**src/rtl/sysctrl_log.sv**
```systemverilog
// System control/status register with error capture, a timed system-reset pulse
// and an error log FIFO. ERR and the log survive rst so software can read the
// error history after the system reset that the error caused.
module sysctrl_log #(
  parameter int unsigned NUM_ERR   = 8,
  parameter int unsigned LOG_DEPTH = 8,
  parameter int unsigned RST_HOLD  = 16
) (
  input  logic               clk,
  input  logic               rst,
  input  logic               stb,
  input  logic               we,
  input  logic [1:0]         addr,
  input  logic [NUM_ERR-1:0] err_sig_in,
  input  logic [23:0]        err_addr_in,
  input  logic [31:0]        data_in,
  output logic [31:0]        data_out,
  output logic               sys_rst,
  output logic               ack
);

  localparam int unsigned PW = $clog2(LOG_DEPTH);
  localparam int unsigned CW = (RST_HOLD > 1) ? $clog2(RST_HOLD) : 1;
  localparam logic [CW-1:0] HoldLoad = CW'(RST_HOLD - 1);
  localparam logic [PW:0]   FullCount = (PW + 1)'(LOG_DEPTH);

  // SCR is split so that bits 12:8 and 0 can live in flops without a reset.
  logic [18:0]   scr_hi_q;
  logic [4:0]    scr_mid_q;
  logic [6:0]    scr_lo_q;
  logic          scr_b0_q;
  logic [31:0]   scr, scr_d;
  logic [CW-1:0] cnt_q, cnt_d;
  logic [31:0]   err_q, err_d;

  logic [31:0]   log_mem [LOG_DEPTH];
  logic [PW-1:0] wr_ptr_q, wr_ptr_d, rd_ptr_q, rd_ptr_d;
  logic [PW:0]   count_q, count_d;
  logic          ovf_q, ovf_d;

  logic          bus_en, scr_wr, err_wr, log_rd, flush;
  logic          pulse, capture, push, pop, do_push, full, empty;
  logic [3:0]    abort_no;
  logic [31:0]   push_data;

  assign scr     = {scr_hi_q, scr_mid_q, scr_lo_q, scr_b0_q};
  assign pulse   = scr_lo_q[0];
  assign sys_rst = scr_lo_q[0];
  assign ack     = stb;

  // No register activity is accepted while rst is asserted.
  assign bus_en = stb & ~rst;
  assign scr_wr = bus_en & we & (addr == 2'd0);
  assign err_wr = bus_en & we & (addr == 2'd1);
  assign log_rd = bus_en & ~we & (addr == 2'd2);
  assign flush  = bus_en & we & (addr == 2'd3) & data_in[0];

  assign capture   = ~pulse & ~scr_wr & ~err_wr & (|err_sig_in) & ~rst;
  assign push      = err_wr | capture;
  assign push_data = err_wr ? data_in : {err_addr_in, abort_no, 4'h0};
  assign full      = (count_q == FullCount);
  assign empty     = (count_q == '0);
  assign pop       = log_rd & ~empty;
  assign do_push   = push & ~flush & (~full | pop);

  // Lowest-index active error channel wins.
  always_comb begin
    abort_no = '0;
    for (int i = int'(NUM_ERR) - 1; i >= 0; i--) begin
      if (err_sig_in[i]) abort_no = 4'(i);
    end
  end

  // SCR, pulse counter and ERR next state; SCR write overrides pulse and capture.
  always_comb begin
    scr_d = scr;
    cnt_d = cnt_q;
    if (scr_wr) begin
      scr_d = data_in;
      cnt_d = HoldLoad;
    end else if (pulse) begin
      if (cnt_q == '0) scr_d[1] = 1'b0;
      else             cnt_d    = cnt_q - 1'b1;
    end else if (capture) begin
      scr_d[1] = 1'b1;
      cnt_d    = HoldLoad;
    end
    err_d = push ? push_data : err_q;
  end

  // Log pointer/count/overflow next state; flush beats any same-cycle push.
  always_comb begin
    wr_ptr_d = wr_ptr_q;
    rd_ptr_d = rd_ptr_q;
    count_d  = count_q;
    ovf_d    = ovf_q;
    if (flush) begin
      wr_ptr_d = '0;
      rd_ptr_d = '0;
      count_d  = '0;
      ovf_d    = 1'b0;
    end else begin
      if (do_push) wr_ptr_d = wr_ptr_q + 1'b1;
      if (pop)     rd_ptr_d = rd_ptr_q + 1'b1;
      if (do_push && !pop)      count_d = count_q + 1'b1;
      else if (!do_push && pop) count_d = count_q - 1'b1;
      if (push && full && !pop) ovf_d = 1'b1;
    end
  end

  // Resettable SCR bits and the hold counter.
  always_ff @(posedge clk or posedge rst) begin
    if (rst) begin
      scr_hi_q <= '0;
      scr_lo_q <= '0;
      cnt_q    <= '0;
    end else begin
      scr_hi_q <= scr_d[31:13];
      scr_lo_q <= scr_d[7:1];
      cnt_q    <= cnt_d;
    end
  end

  // State that survives rst: held SCR bits, ERR and the log.
  always_ff @(posedge clk) begin
    scr_mid_q <= scr_d[12:8];
    scr_b0_q  <= scr_d[0];
    err_q     <= err_d;
    wr_ptr_q  <= wr_ptr_d;
    rd_ptr_q  <= rd_ptr_d;
    count_q   <= count_d;
    ovf_q     <= ovf_d;
  end

  // Log storage write port.
  always_ff @(posedge clk) begin
    if (do_push) log_mem[wr_ptr_q] <= push_data;
  end

  // Combinational read mux, zero when no read is selected.
  always_comb begin
    data_out = '0;
    if (stb && !we) begin
      case (addr)
        2'd0: data_out = scr;
        2'd1: data_out = err_q;
        2'd2: data_out = empty ? 32'h0 : log_mem[rd_ptr_q];
        default: data_out = {16'h0, 8'(count_q), 5'b0, ovf_q, full, empty};
      endcase
    end
  end

endmodule

```
**config.mk**
```make
export PLATFORM = sky130hd
export DESIGN_NAME = sysctrl_log
export DESIGN_NICKNAME = d
export VERILOG_FILES = /design/src/rtl/sysctrl_log.sv
export SDC_FILE = /design/constraint.sdc
export NUM_CORES = 1
export LEC_CHECK = 0
export ABC_AREA = 1
export CAP_MARGIN = 40
export CORE_MARGIN = 2
export CORE_UTILIZATION = 30
export DETAILED_ROUTE_END_ITERATION = 16
export PLACE_DENSITY = 0.48
export SYNTH_ARGS = -nofsm -noshare
export SYNTH_HDL_FRONTEND = slang
export SYNTH_SLANG_ARGS = --single-unit
```
**constraint.sdc**
```tcl
create_clock -name clk -period 4.1 [get_ports clk]
set_input_delay 1.23 -clock clk [delete_from_list [all_inputs] [get_ports clk]]
set_output_delay 1.23 -clock clk [all_outputs]
set_load 0.005 [all_outputs]
```
=== Word level (Yosys, flattened, before mapping) ===
Memory sizes are Yosys's and may differ from the RTL's. A register that Yosys moved wholly into a read port is not among the register bits.
Index checks and enable logic that the tools add are counted.

* Flip-flop bits (word level): 79
* Memory bits (writable): 256
* Input port bits: 70
* Output and inout port bits: 34
* Word-level logic and storage cells: 88
* Memories: 1

{| class="wikitable"
|+ Memory list
! name !! depth !! bits a word !! rd ports !! clocked after Yosys merged registers in !! write ports !! RTL line !! source
|-
| log_mem || 8 || 32 || 1 || 1 || 1 || 36 || <nowiki>logic [31:0] log_mem [LOG_DEPTH];</nowiki>
|}

* Add/subtract/negate cells: 5
* Equal/unequal tests: 5
* Multiplexer cells: 26
* Bitwise logic cells: 25
* Reductions and logical operators: 15

{| class="wikitable"
|+ Operators with widths
! operator !! number
|-
| $mux W32 || 3
|-
| $pmux W32 S3 || 1
|-
| $mux W4 || 13
|-
| $and A1 B1 Y1 || 15
|-
| $mux W3 || 3
|-
| $logic_not A4 Y1 || 2
|-
| $not A1 Y1 || 8
|-
| $reduce_or A8 Y1 || 1
|-
| $sub A4 B1 Y4 const B || 2
|-
| $add A3 B1 Y3 const B || 2
|-
| $mux W1 || 6
|-
| $logic_and A1 B1 Y1 || 5
|-
| $add A4 B1 Y4 const B || 1
|-
| $eq A2 B2 Y1 const B || 2
|-
| $eq A4 B4 Y1 const B || 1
|-
| $logic_not A1 Y1 || 3
|-
| $ne A3 B3 Y1 const B || 1
|-
| $reduce_bool A3 Y1 || 1
|-
| $eq A2 B1 Y1 const B || 1
|-
| $logic_not A2 Y1 || 1
|-
| $or A1 B1 Y1 || 2
|-
| $reduce_and A2 Y1 || 1
|-
| $reduce_bool A2 Y1 || 1
|}

=== Logic depth before layout (Yosys ltp) ===
Gate-level depths: netlist of run 1.

* Depth in word-level cells: 16
* Gate-level depth with buffers: 17
* Depth with buffers taken out: 17

=== Worst setup path before layout of run 1 ===
Ideal clock, no wire load.

* Path kind: input to register
* Start point: in rst
* End point: mem log_mem[1][0] (enable)
* Setup time: 0.421 ns
* Arrival: 3.929 ns
* Required time: 3.679 ns
* Path slack: -0.250 ns
* Stages: 7
* Buffers on the path: 0
* Cells stage by stage: inv_1 > nand3_1 > nand3_1 > nand3_2 > inv_2 > nand2_1 > nor2_1

* Longest elaborated chain between the ends: 14
* Elaborated cells on any way between the ends: 23
* Classes of those cells: mux (2); bitwise (21)

{| class="wikitable"
|+ Ends and longest elaborated chain
! what !! RTL line !! source
|-
| from (decl) || 10 || <nowiki>input logic rst,</nowiki>
|-
| $not A1 Y1 * || 52, 58 ||
|-
| $and A1 B1 Y1 || 52 || <nowiki>assign bus_en = stb & ~rst;</nowiki>
|-
| $and A1 B1 Y1 || 53, 54, 56 ||
|-
| $and A1 B1 Y1 || 53 || <nowiki>assign scr_wr = bus_en & we & (addr == 2'd0);</nowiki>
|-
| $not A1 Y1 || 58 || <nowiki>assign capture = ~pulse & ~scr_wr & ~err_wr & (|err_sig_in) & ~rst;</nowiki>
|-
| $and A1 B1 Y1 (4 in series) || 58 ||
|-
| $or A1 B1 Y1 || 59 || <nowiki>assign push = err_wr | capture;</nowiki>
|-
| $and A1 B1 Y1 || 64 || <nowiki>assign do_push = push & ~flush & (~full | pop);</nowiki>
|-
| $and A1 B1 Y1 * || 64 ||
|-
| net do_push || 42 || <nowiki>logic pulse, capture, push, pop, do_push, full, empty;</nowiki>
|-
| $mux W1 * || 137 || <nowiki>if (do_push) log_mem[wr_ptr_q] <= push_data;</nowiki>
|-
| $mux W1 (not written as such) * || 137 ||
|-
| to (decl) || 36 ||
|}

The timed path passes the listed nets; every way through them passes the cells marked *.

=== Worst setup path in the final report of run 1 ===
* Start point: in addr[1]
* End point: out data_out[0]

* Longest elaborated chain between the ends: 3
* Elaborated cells on any way between the ends: 5
* Classes of those cells: eq/ne (2); mux (2); reduce/logical (1)

{| class="wikitable"
|+ Ends and longest elaborated chain
! what !! RTL line !! source
|-
| from (decl) || 13 || <nowiki>input logic [1:0] addr,</nowiki>
|-
| $eq A2 B2 Y1, or another cell as far along || 144 || <nowiki>case (addr)</nowiki>
|-
| $pmux W32 S3 * || 144 ||
|-
| $mux W32 * || 143 || <nowiki>if (stb && !we) begin</nowiki>
|-
| to (decl) || 17 || <nowiki>output logic [31:0] data_out,</nowiki>
|}

Every way passes the cells marked *; elsewhere a longest branch is shown, timed or not.

==> run summary, run 1 <==
In this run the remaining antenna-violating nets after routing total 0. On the critical path, the stage with the largest delay is an instance of sky130_fd_sc_hd__dlygate4sd2_1. In this run the horizontal extent of the chip is 222 um. Counting instances in the post-synthesis netlist gives the leading cell types as sky130_fd_sc_hd__edfxtp_1, sky130_fd_sc_hd__nor2_1, sky130_fd_sc_hd__o21ai_0. The logs give 0 for the final hold violation count and 16.7% for the overall routing resource usage. The critical path's largest stage delay was 0.25 ns; the layout overhead on the synthesized area was 27.4%. Setup violations remaining at the end of the flow were counted as 0.

The tools report the maximum ir drop on the vdd rail as 0.257 mV. After synthesis the netlist holds a flip-flop and latch count of 338. Number of filler instances in the final layout: 4515. The run finished with clean final reports. Number of cells on the worst hold path: 2. The H-tree was split into 2 levels. Yosys printed 0 warnings. Static timing analysis puts the maximum clock frequency at 0.251 GHz. The area share of the leading cell type in the synthesized netlist was 61.8%.

The number of diodes was 0. The clock net in this run drives a total of 338 sinks. The worst path uses 97.2% of the clock period.

Number of buffers inserted during clock tree synthesis: 38. For this run, the share of the core covered by cells in the final layout is 38.9%. Once detailed placement completed, the half-perimeter wirelength came to 25500 um. Walking the worst path, the cells encountered are clkdlybuf4s15_2 > inv_2 > nor2_2 > inv_1 > nor2_4 > buf_12 > buf_12 > buf_4 > nand3_2 > a21oi_2 > dlygate4sd2_1. The total area of multi-input combinational cells was 3770 um^2. Yosys instantiated no cell more often than sky130_fd_sc_hd__edfxtp_1. Power spread over the standard cell area amounts to 588 nW/um^2.

In this run the most critical hold path is launched from ovf_q. Summing all flip-flop and latch instances after layout gives 9870 um^2. Entering global routing, the biggest net connects 74 pins. Sequential elements use 69.0% of the synthesized area. The post-synthesis area per instance works out to 11.2 um^2. The tools report the end of the worst register-to-register path as count_q[3].

In this run the tool buffered the top-level ports with 103 buffer cells. For the worst flop-to-flop path, the logic depth is 14. The max-slew violation count is 0, and the first-pass iteration count of the detailed router is 7. The type of the worst setup path is primary input to output port. In this run the tightest slew margin relative to its limit is 55.8%.

The ratio of cells with drive above 1 in the final layout is 13.0%. The quantity of hold-fixing buffers added after cts was 0; the transition at the pin with the smallest max-transition slack was 0.663 ns. For the initial antenna violation count, the log shows 1. Clock latency on the worst-skew pair, taken at its later pin, is 0.54 ns. The highest net fanout along the worst path was 15. The floorplan has 79 rows. The tool flagged a number of max-cap violations equal to 0. Detailed routing inserted a total of 9990 vias. The floorplan step set the die height to 222 um.

Setup repair after global routing left no endpoint under its margin. The clock arrives with 0.0267 ns of skew. The largest area contributor in the netlist is sky130_fd_sc_hd__edfxtp_1.

CTS placed an instance of sky130_fd_sc_hd__clkbuf_16 at the clock tree root. Library cell appearing most often on the critical path: sky130_fd_sc_hd__buf_12. For the total placed cells including tap cells, the log shows 1995.

STA classifies the critical path startpoint as a primary input. In the synthesized netlist the dominant register cell turns out to be sky130_fd_sc_hd__edfxtp_1. For the total leakage power, the log shows 6.67 nW. After the first detailed-routing iteration, the DRC count stood at 852.

After the last flow step, the layout net total stands at 1511. The final RePlAce weighted congestion was 0.763. The worst register-to-register path begins at count_q[0].

For this run the aggregate overflow at the end of global routing stands at 0. The count of non-filler cells in the finished layout was 2070. Once the floorplan was initialized, standard cells occupied 30.6% of the core. Dividing the detail-routed via count by the number of cells gives 4.83.

The worst register-to-register path has a setup slack of 1.54 ns. The final layout contains routed wiring with a total length of 41200 um. The I/O pin total came out at 104.

The required time of the critical path came out at 2.87 ns. The run gives 10070 as the via count of the first global-routing pass. The die outline area came out at 49400 um^2. The tools report the number of buffers on the longest clock path as 3. Yosys mapped a number of flops with a built-in enable equal to 294. The netlist uses 32 different library cells. The per-cell routed wire length works out to 19.9 um. TritonCTS built the clock tree. The count of unresolved DRC violations after routing is 0, and the net count of the mapped netlist is 1352. The path class of the tightest hold or removal check is flop to flop. Data arrives at the worst endpoint at 2.76 ns. The first global-routing pass estimated 62800 um of wire.

After clock tree synthesis, the clock-pin slew on the worst setup and hold paths is 0.06 ns. In this run the cell area of the synthesized design comes to 14300 um^2. The worst setup path is captured at an output port. After technology mapping, the gate count stands at 1274. For hold timing, the worst endpoint is ovf_q. After layout, the minimum clock period comes to 3.99 ns. Yosys attributes the largest share of cell area to sky130_fd_sc_hd__edfxtp_1, sky130_fd_sc_hd__o21ai_0, sky130_fd_sc_hd__dfrtp_1, sky130_fd_sc_hd__nor2_1, sky130_fd_sc_hd__nand2_1. Of all flip-flops after synthesis, the portion carrying an async set or reset was 8.88%.

The timing startpoint of the critical path is addr[1]. The core area came out at 46800 um^2.
==> worst max-delay path by stage <==
stage          cells after the start       endpoint
5_1_grt                           11    data_out[0]
3_3_place_gp                       9    data_out[2]
2_1_floorplan                      7  log_mem[1][0]
6_report                          11    data_out[0]
4_1_cts                           10    data_out[2]
3_5_place_dp                       9    data_out[2]
==> per-layer routing <==
layer | vias up | share of wire [%] | global-route usage, %
met3 | 47 | 5.3 | 2.76
li1 | 4804 | - | -
met1 | 4891 | 47 | 23.5
met2 | 248 | 47 | 26.9
met5 | - | 0 | 0
met4 | 0 | 1.5 | 3.97
==> where the power goes <==
part,internal (W),switching [W]
sequential,0.00413,0.000237
combinational,0.00101,0.00179
clock,0.00218,0.00136
==> through the flow <==
stage	worst slack (ns)	TNS [ns]	total power [W]	instance area, um^2	hold slack, ns
floorplan	-0.250	-63.87	0.00608	14300	0.432
global placement	-0.590	-14.39	0.00721	16700	0.457
detailed placement	-0.551	-13.55	0.00723	16700	0.460
CTS	-0.0543	-0.0543	0.0108	18200	0.475
global route	0.0233	0	0.0113	18200	0.520
finish	0.113	0	0.0107	18200	0.469
==> worst max-delay path: cells and delay by family <==
family	cells	cell delay, ns
buf+inv	7	1.03
compound gates	1	0.19
simple gates	3	0.30
==> state kept, by name, summed over array words and instances, names as in the netlist, named ones only <==
register	count
cnt_q	4
count_q	4
err_q	32
log_mem	256
ovf_q	1
rd_ptr_q	3
scr_b0_q	1
scr_hi_q	19
scr_lo_q	7
scr_mid_q	5
wr_ptr_q	3
==> cells by family after synthesis <==
group                      count (synthesis)  synth area share [%]
and+or+nand+nor                          398                  11.3
AOI/OAI and AO/OA                        341                  13.3
DFF                                      338                  69.0
buffers and inverters                    187                  5.52
adders and majority gates                  8                 0.753
xor gates and xnor gates                   2                 0.123
==> repair_timing <==
item | CTS | global route
endpoints found under the setup margin | 32 | 1
setup buffers | 4 | 0
pin swaps | 8 | 1
resized for setup | 64 | 1
gates cloned | 1 | 0
==> cells in the final DEF, fill, tap and decap left out, drive strengths merged, types with 30 or more instances in the layout <==
| cell | instances |
|---|---|
| edfxtp | 294 |
| o21ai | 197 |
| nor2 | 173 |
| nand2 | 147 |
| inv | 112 |
| buf | 90 |
| nand3 | 72 |
| a21oi | 71 |
| clkdlybuf4s50 | 69 |
| o211ai | 64 |
| clkbuf | 53 |
| dfrtp | 30 |
| dlygate4sd2 | 30 |
==> final cells by class <==
type,instances,area share (%)
repair buffers,193,11.3
clock inverters,17,0.990
well taps,607,4.17
inverters,113,2.34
clock buffers,53,6.21
multi-input cells,749,20.7
flip-flops and latches,338,54.2
No activity file was read; power rests on OpenSTA's default activity.
==> run 2: changes to the inputs <==
Settings changed: CTS_CLUSTER_DIAMETER set to 60.
==> run 2 against run 1 <==
Effect of this change: first-iteration DRC count up 0.35%; clock power fell by 1%; utilization shrank 0.051 points; critical path depth stayed put; final cell count is essentially flat; via count grew 0.62%; highest routed layer unchanged.
==> run summary, run 2 (synthesized netlist as in run 1, its figures left out) <==
The run finished with clean final reports. Setup repair after global routing left no endpoint under its margin. For the required time of the critical path, the log shows 2.87 ns (about the same). The via total after detailed routing is 10052 (+0.62%). The run gives 104 (unchanged) as the I/O pin total. The final design utilization was 38.9% (-0.051 points). Type of the worst setup path: primary input to output port.

The logs give 0 (unchanged) for the total setup violations reported at the end of the flow and 2 (unchanged) for the H-tree depth reported by CTS. The tools report the max-slew violation count as 0 (unchanged). The number of buffers on the longest clock path was 3 (unchanged). The first-iteration detailed-routing DRC count came out at 855 (+0.35%). For the relative slew slack, the log shows 55.7% (-0.13 points).

The tools report the clock root buffer master as sky130_fd_sc_hd__clkbuf_16. The via count of the first global-routing pass was 10063 (-0.070%). The ratio of cells with drive above 1 in the final layout works out to 12.8% (-0.15 points). The power density relative to cell area was 587 nW/um^2 (-0.23%).

The timing-limited maximum frequency is 0.250 GHz (-0.23%), and the clock period minus worst slack is 4.00 ns (+0.00922 ns). The first-pass GRT wire length is 63000 um (+0.34%). The sum of overflow across all layers after global routing was 0 (unchanged); the die height was 222 um (unchanged).

The transition at the pin with the smallest max-transition slack came out at 0.665 ns (+0.00194 ns). The final wirelength was 41200 um (about the same). The placed wire-length estimate was 25500 um (unchanged); the die outline area was 49400 um^2 (unchanged). The leading cell type in the layout, fill and taps excluded was sky130_fd_sc_hd__edfxtp_1. The detail-routed via count per cell works out to 4.85 (+0.52%). Path type of the worst min-delay path: flop to flop. The tools report the number of nets in the layout as 1512 (+0.066%). The number of buffers inserted by port buffering is 103 (unchanged), and the count of non-filler cells in the finished layout is 2072 (+0.097%). The flip-flop count of the largest register after layout is 256 (unchanged), and the final RePlAce weighted congestion is 0.763 (unchanged).

The layout overhead on the synthesized area works out to 27.2%. The total power consumption of the routed design was 0.0107 W (-0.36%); the critical path data arrival time was 2.77 ns (about the same). The number of buffers inserted during clock tree synthesis is 39 (+2.6%), and the setup slack at placement is -0.551 ns (unchanged). The clock slew at the register clock pins of the worst setup and hold paths was 0.06 ns (about the same). TritonCTS built the clock tree.

Clock latency reported for the late side of the worst-skew pair: 0.55 ns (about the same). The first-pass iteration count of the detailed router is 7 (unchanged). The number of sinks on the clock net came out at 338 (unchanged). Ranked by flip-flop count, first place goes to log_mem. The logs give 0.295 mV (+15%) for the maximum ir drop on the vdd rail and 6.63 nW (-0.51%) for the total leakage power. The initial core utilization was 30.6% (unchanged); the setup skew after layout was 0.0178 ns (-0.00889 ns). The critical path capture point type is an output port. The per-cell routed wire length came out at 19.9 um (-0.11%).

The total placed cells including tap cells is 1995 (unchanged). The final hold violation count is 0 (unchanged), and the core area is 46800 um^2 (unchanged). The die width is 222 um (unchanged), and the pin count of the biggest net entering global routing is 74 (unchanged). STA classifies the critical path startpoint as a primary input.

The overall routing resource usage was 16.8% (+0.14 points); the period utilization was 97.5% (+0.22 points). In the final layout, the registers with the most flip-flops are log_mem (256), err_q (32), scr_hi_q (19). In the layout the commonest cells are sky130_fd_sc_hd__edfxtp_1, sky130_fd_sc_hd__o21ai_0, sky130_fd_sc_hd__nor2_1. The tools report the number of rows created at floorplan as 79 (unchanged). The highest net fanout along the worst path works out to 15 (unchanged). The logs give 0 ns (unchanged) for the total negative slack for setup checks and 0.104 ns (-0.00922 ns) for the final setup slack of the worst path.

The number of nets with antenna violations after detailed routing came out at 0 (unchanged). The run gives 0 (unchanged) as the max-capacitance violation count. Initial antenna violation count: 1 (unchanged).

The quantity of hold-fixing buffers added after cts was 0 (unchanged). The tools report the number of diodes as 0 (unchanged). The tools report the count of unresolved DRC violations after routing as 0 (unchanged).
-- run 2: layout make-up --
cell class	count	area (um^2)
inverter	113	425
clock inverter	18	215
sequential	338	9870
timing repair buffer	193	2060
tap	607	759
fill	4521	28600
clock buffer	54	1070
multi-input combinational	749	3770
-- run 2: what timing repair did --
| action | CTS | global route |
|---|---|---|
| cloned | 1 | 0 |
| pin swaps | 8 | 1 |
| gates resized for setup | 64 | 1 |
| setup buffers | 4 | 0 |
| setup endpoints to repair | 32 | 1 |
-- run 2: final timing paths --
| check | startpoint | endpoint | slack [ns] | cells past startpoint |
|---|---|---|---|---|
| setup / recovery | addr[1] | data_out[0] | 0.10 | 11 |
| hold / removal | ovf_q | ovf_q | 0.48 | 2 |
| setup reg to reg | count_q[0] | count_q[3] | 1.51 | 14 |
| hold reg to reg | ovf_q | ovf_q | 0.48 | 2 |
| max in group asynchronous | rst | scr_hi_q[13] | 2.38 | 3 |
| min in group asynchronous | rst | cnt_q[1] | 1.30 | 3 |
-- run 2: critical path, cell delays in order --
cell and delay, ns:
sky130_fd_sc_hd__clkdlybuf4s15_2 0.22, sky130_fd_sc_hd__inv_2 0.06, sky130_fd_sc_hd__nor2_2 0.11, sky130_fd_sc_hd__inv_1 0.08, sky130_fd_sc_hd__nor2_4 0.10, sky130_fd_sc_hd__buf_12 0.13, sky130_fd_sc_hd__buf_12 0.16, sky130_fd_sc_hd__buf_4 0.13
sky130_fd_sc_hd__nand3_2 0.09, sky130_fd_sc_hd__a21oi_2 0.19, sky130_fd_sc_hd__dlygate4sd2_1 0.25
-- run 2: power by group --
group	switching (W)	total (W)	internal [W]	leakage, nW
Sequential	0.000237	0.00437	0.00413	3.15
Combinational	0.00179	0.00280	0.00101	2.87
Clock	0.00140	0.00350	0.00210	0.620
-- run 2: metal layers --
layer / GRT usage (%) / wire (um)
met5: 0 / 0
met4: 4.10 / 705
met3: 2.91 / 2170
met2: 26.9 / 19200
met1: 23.7 / 19200
-- run 2: stage by stage --
step / hold WS, ns / instance area [um^2]
detailed placement: 0.460 / 16700
floorplan: 0.432 / 14300
global placement: 0.457 / 16700
global route: 0.520 / 18200
finish: 0.475 / 18200
CTS: 0.474 / 18200
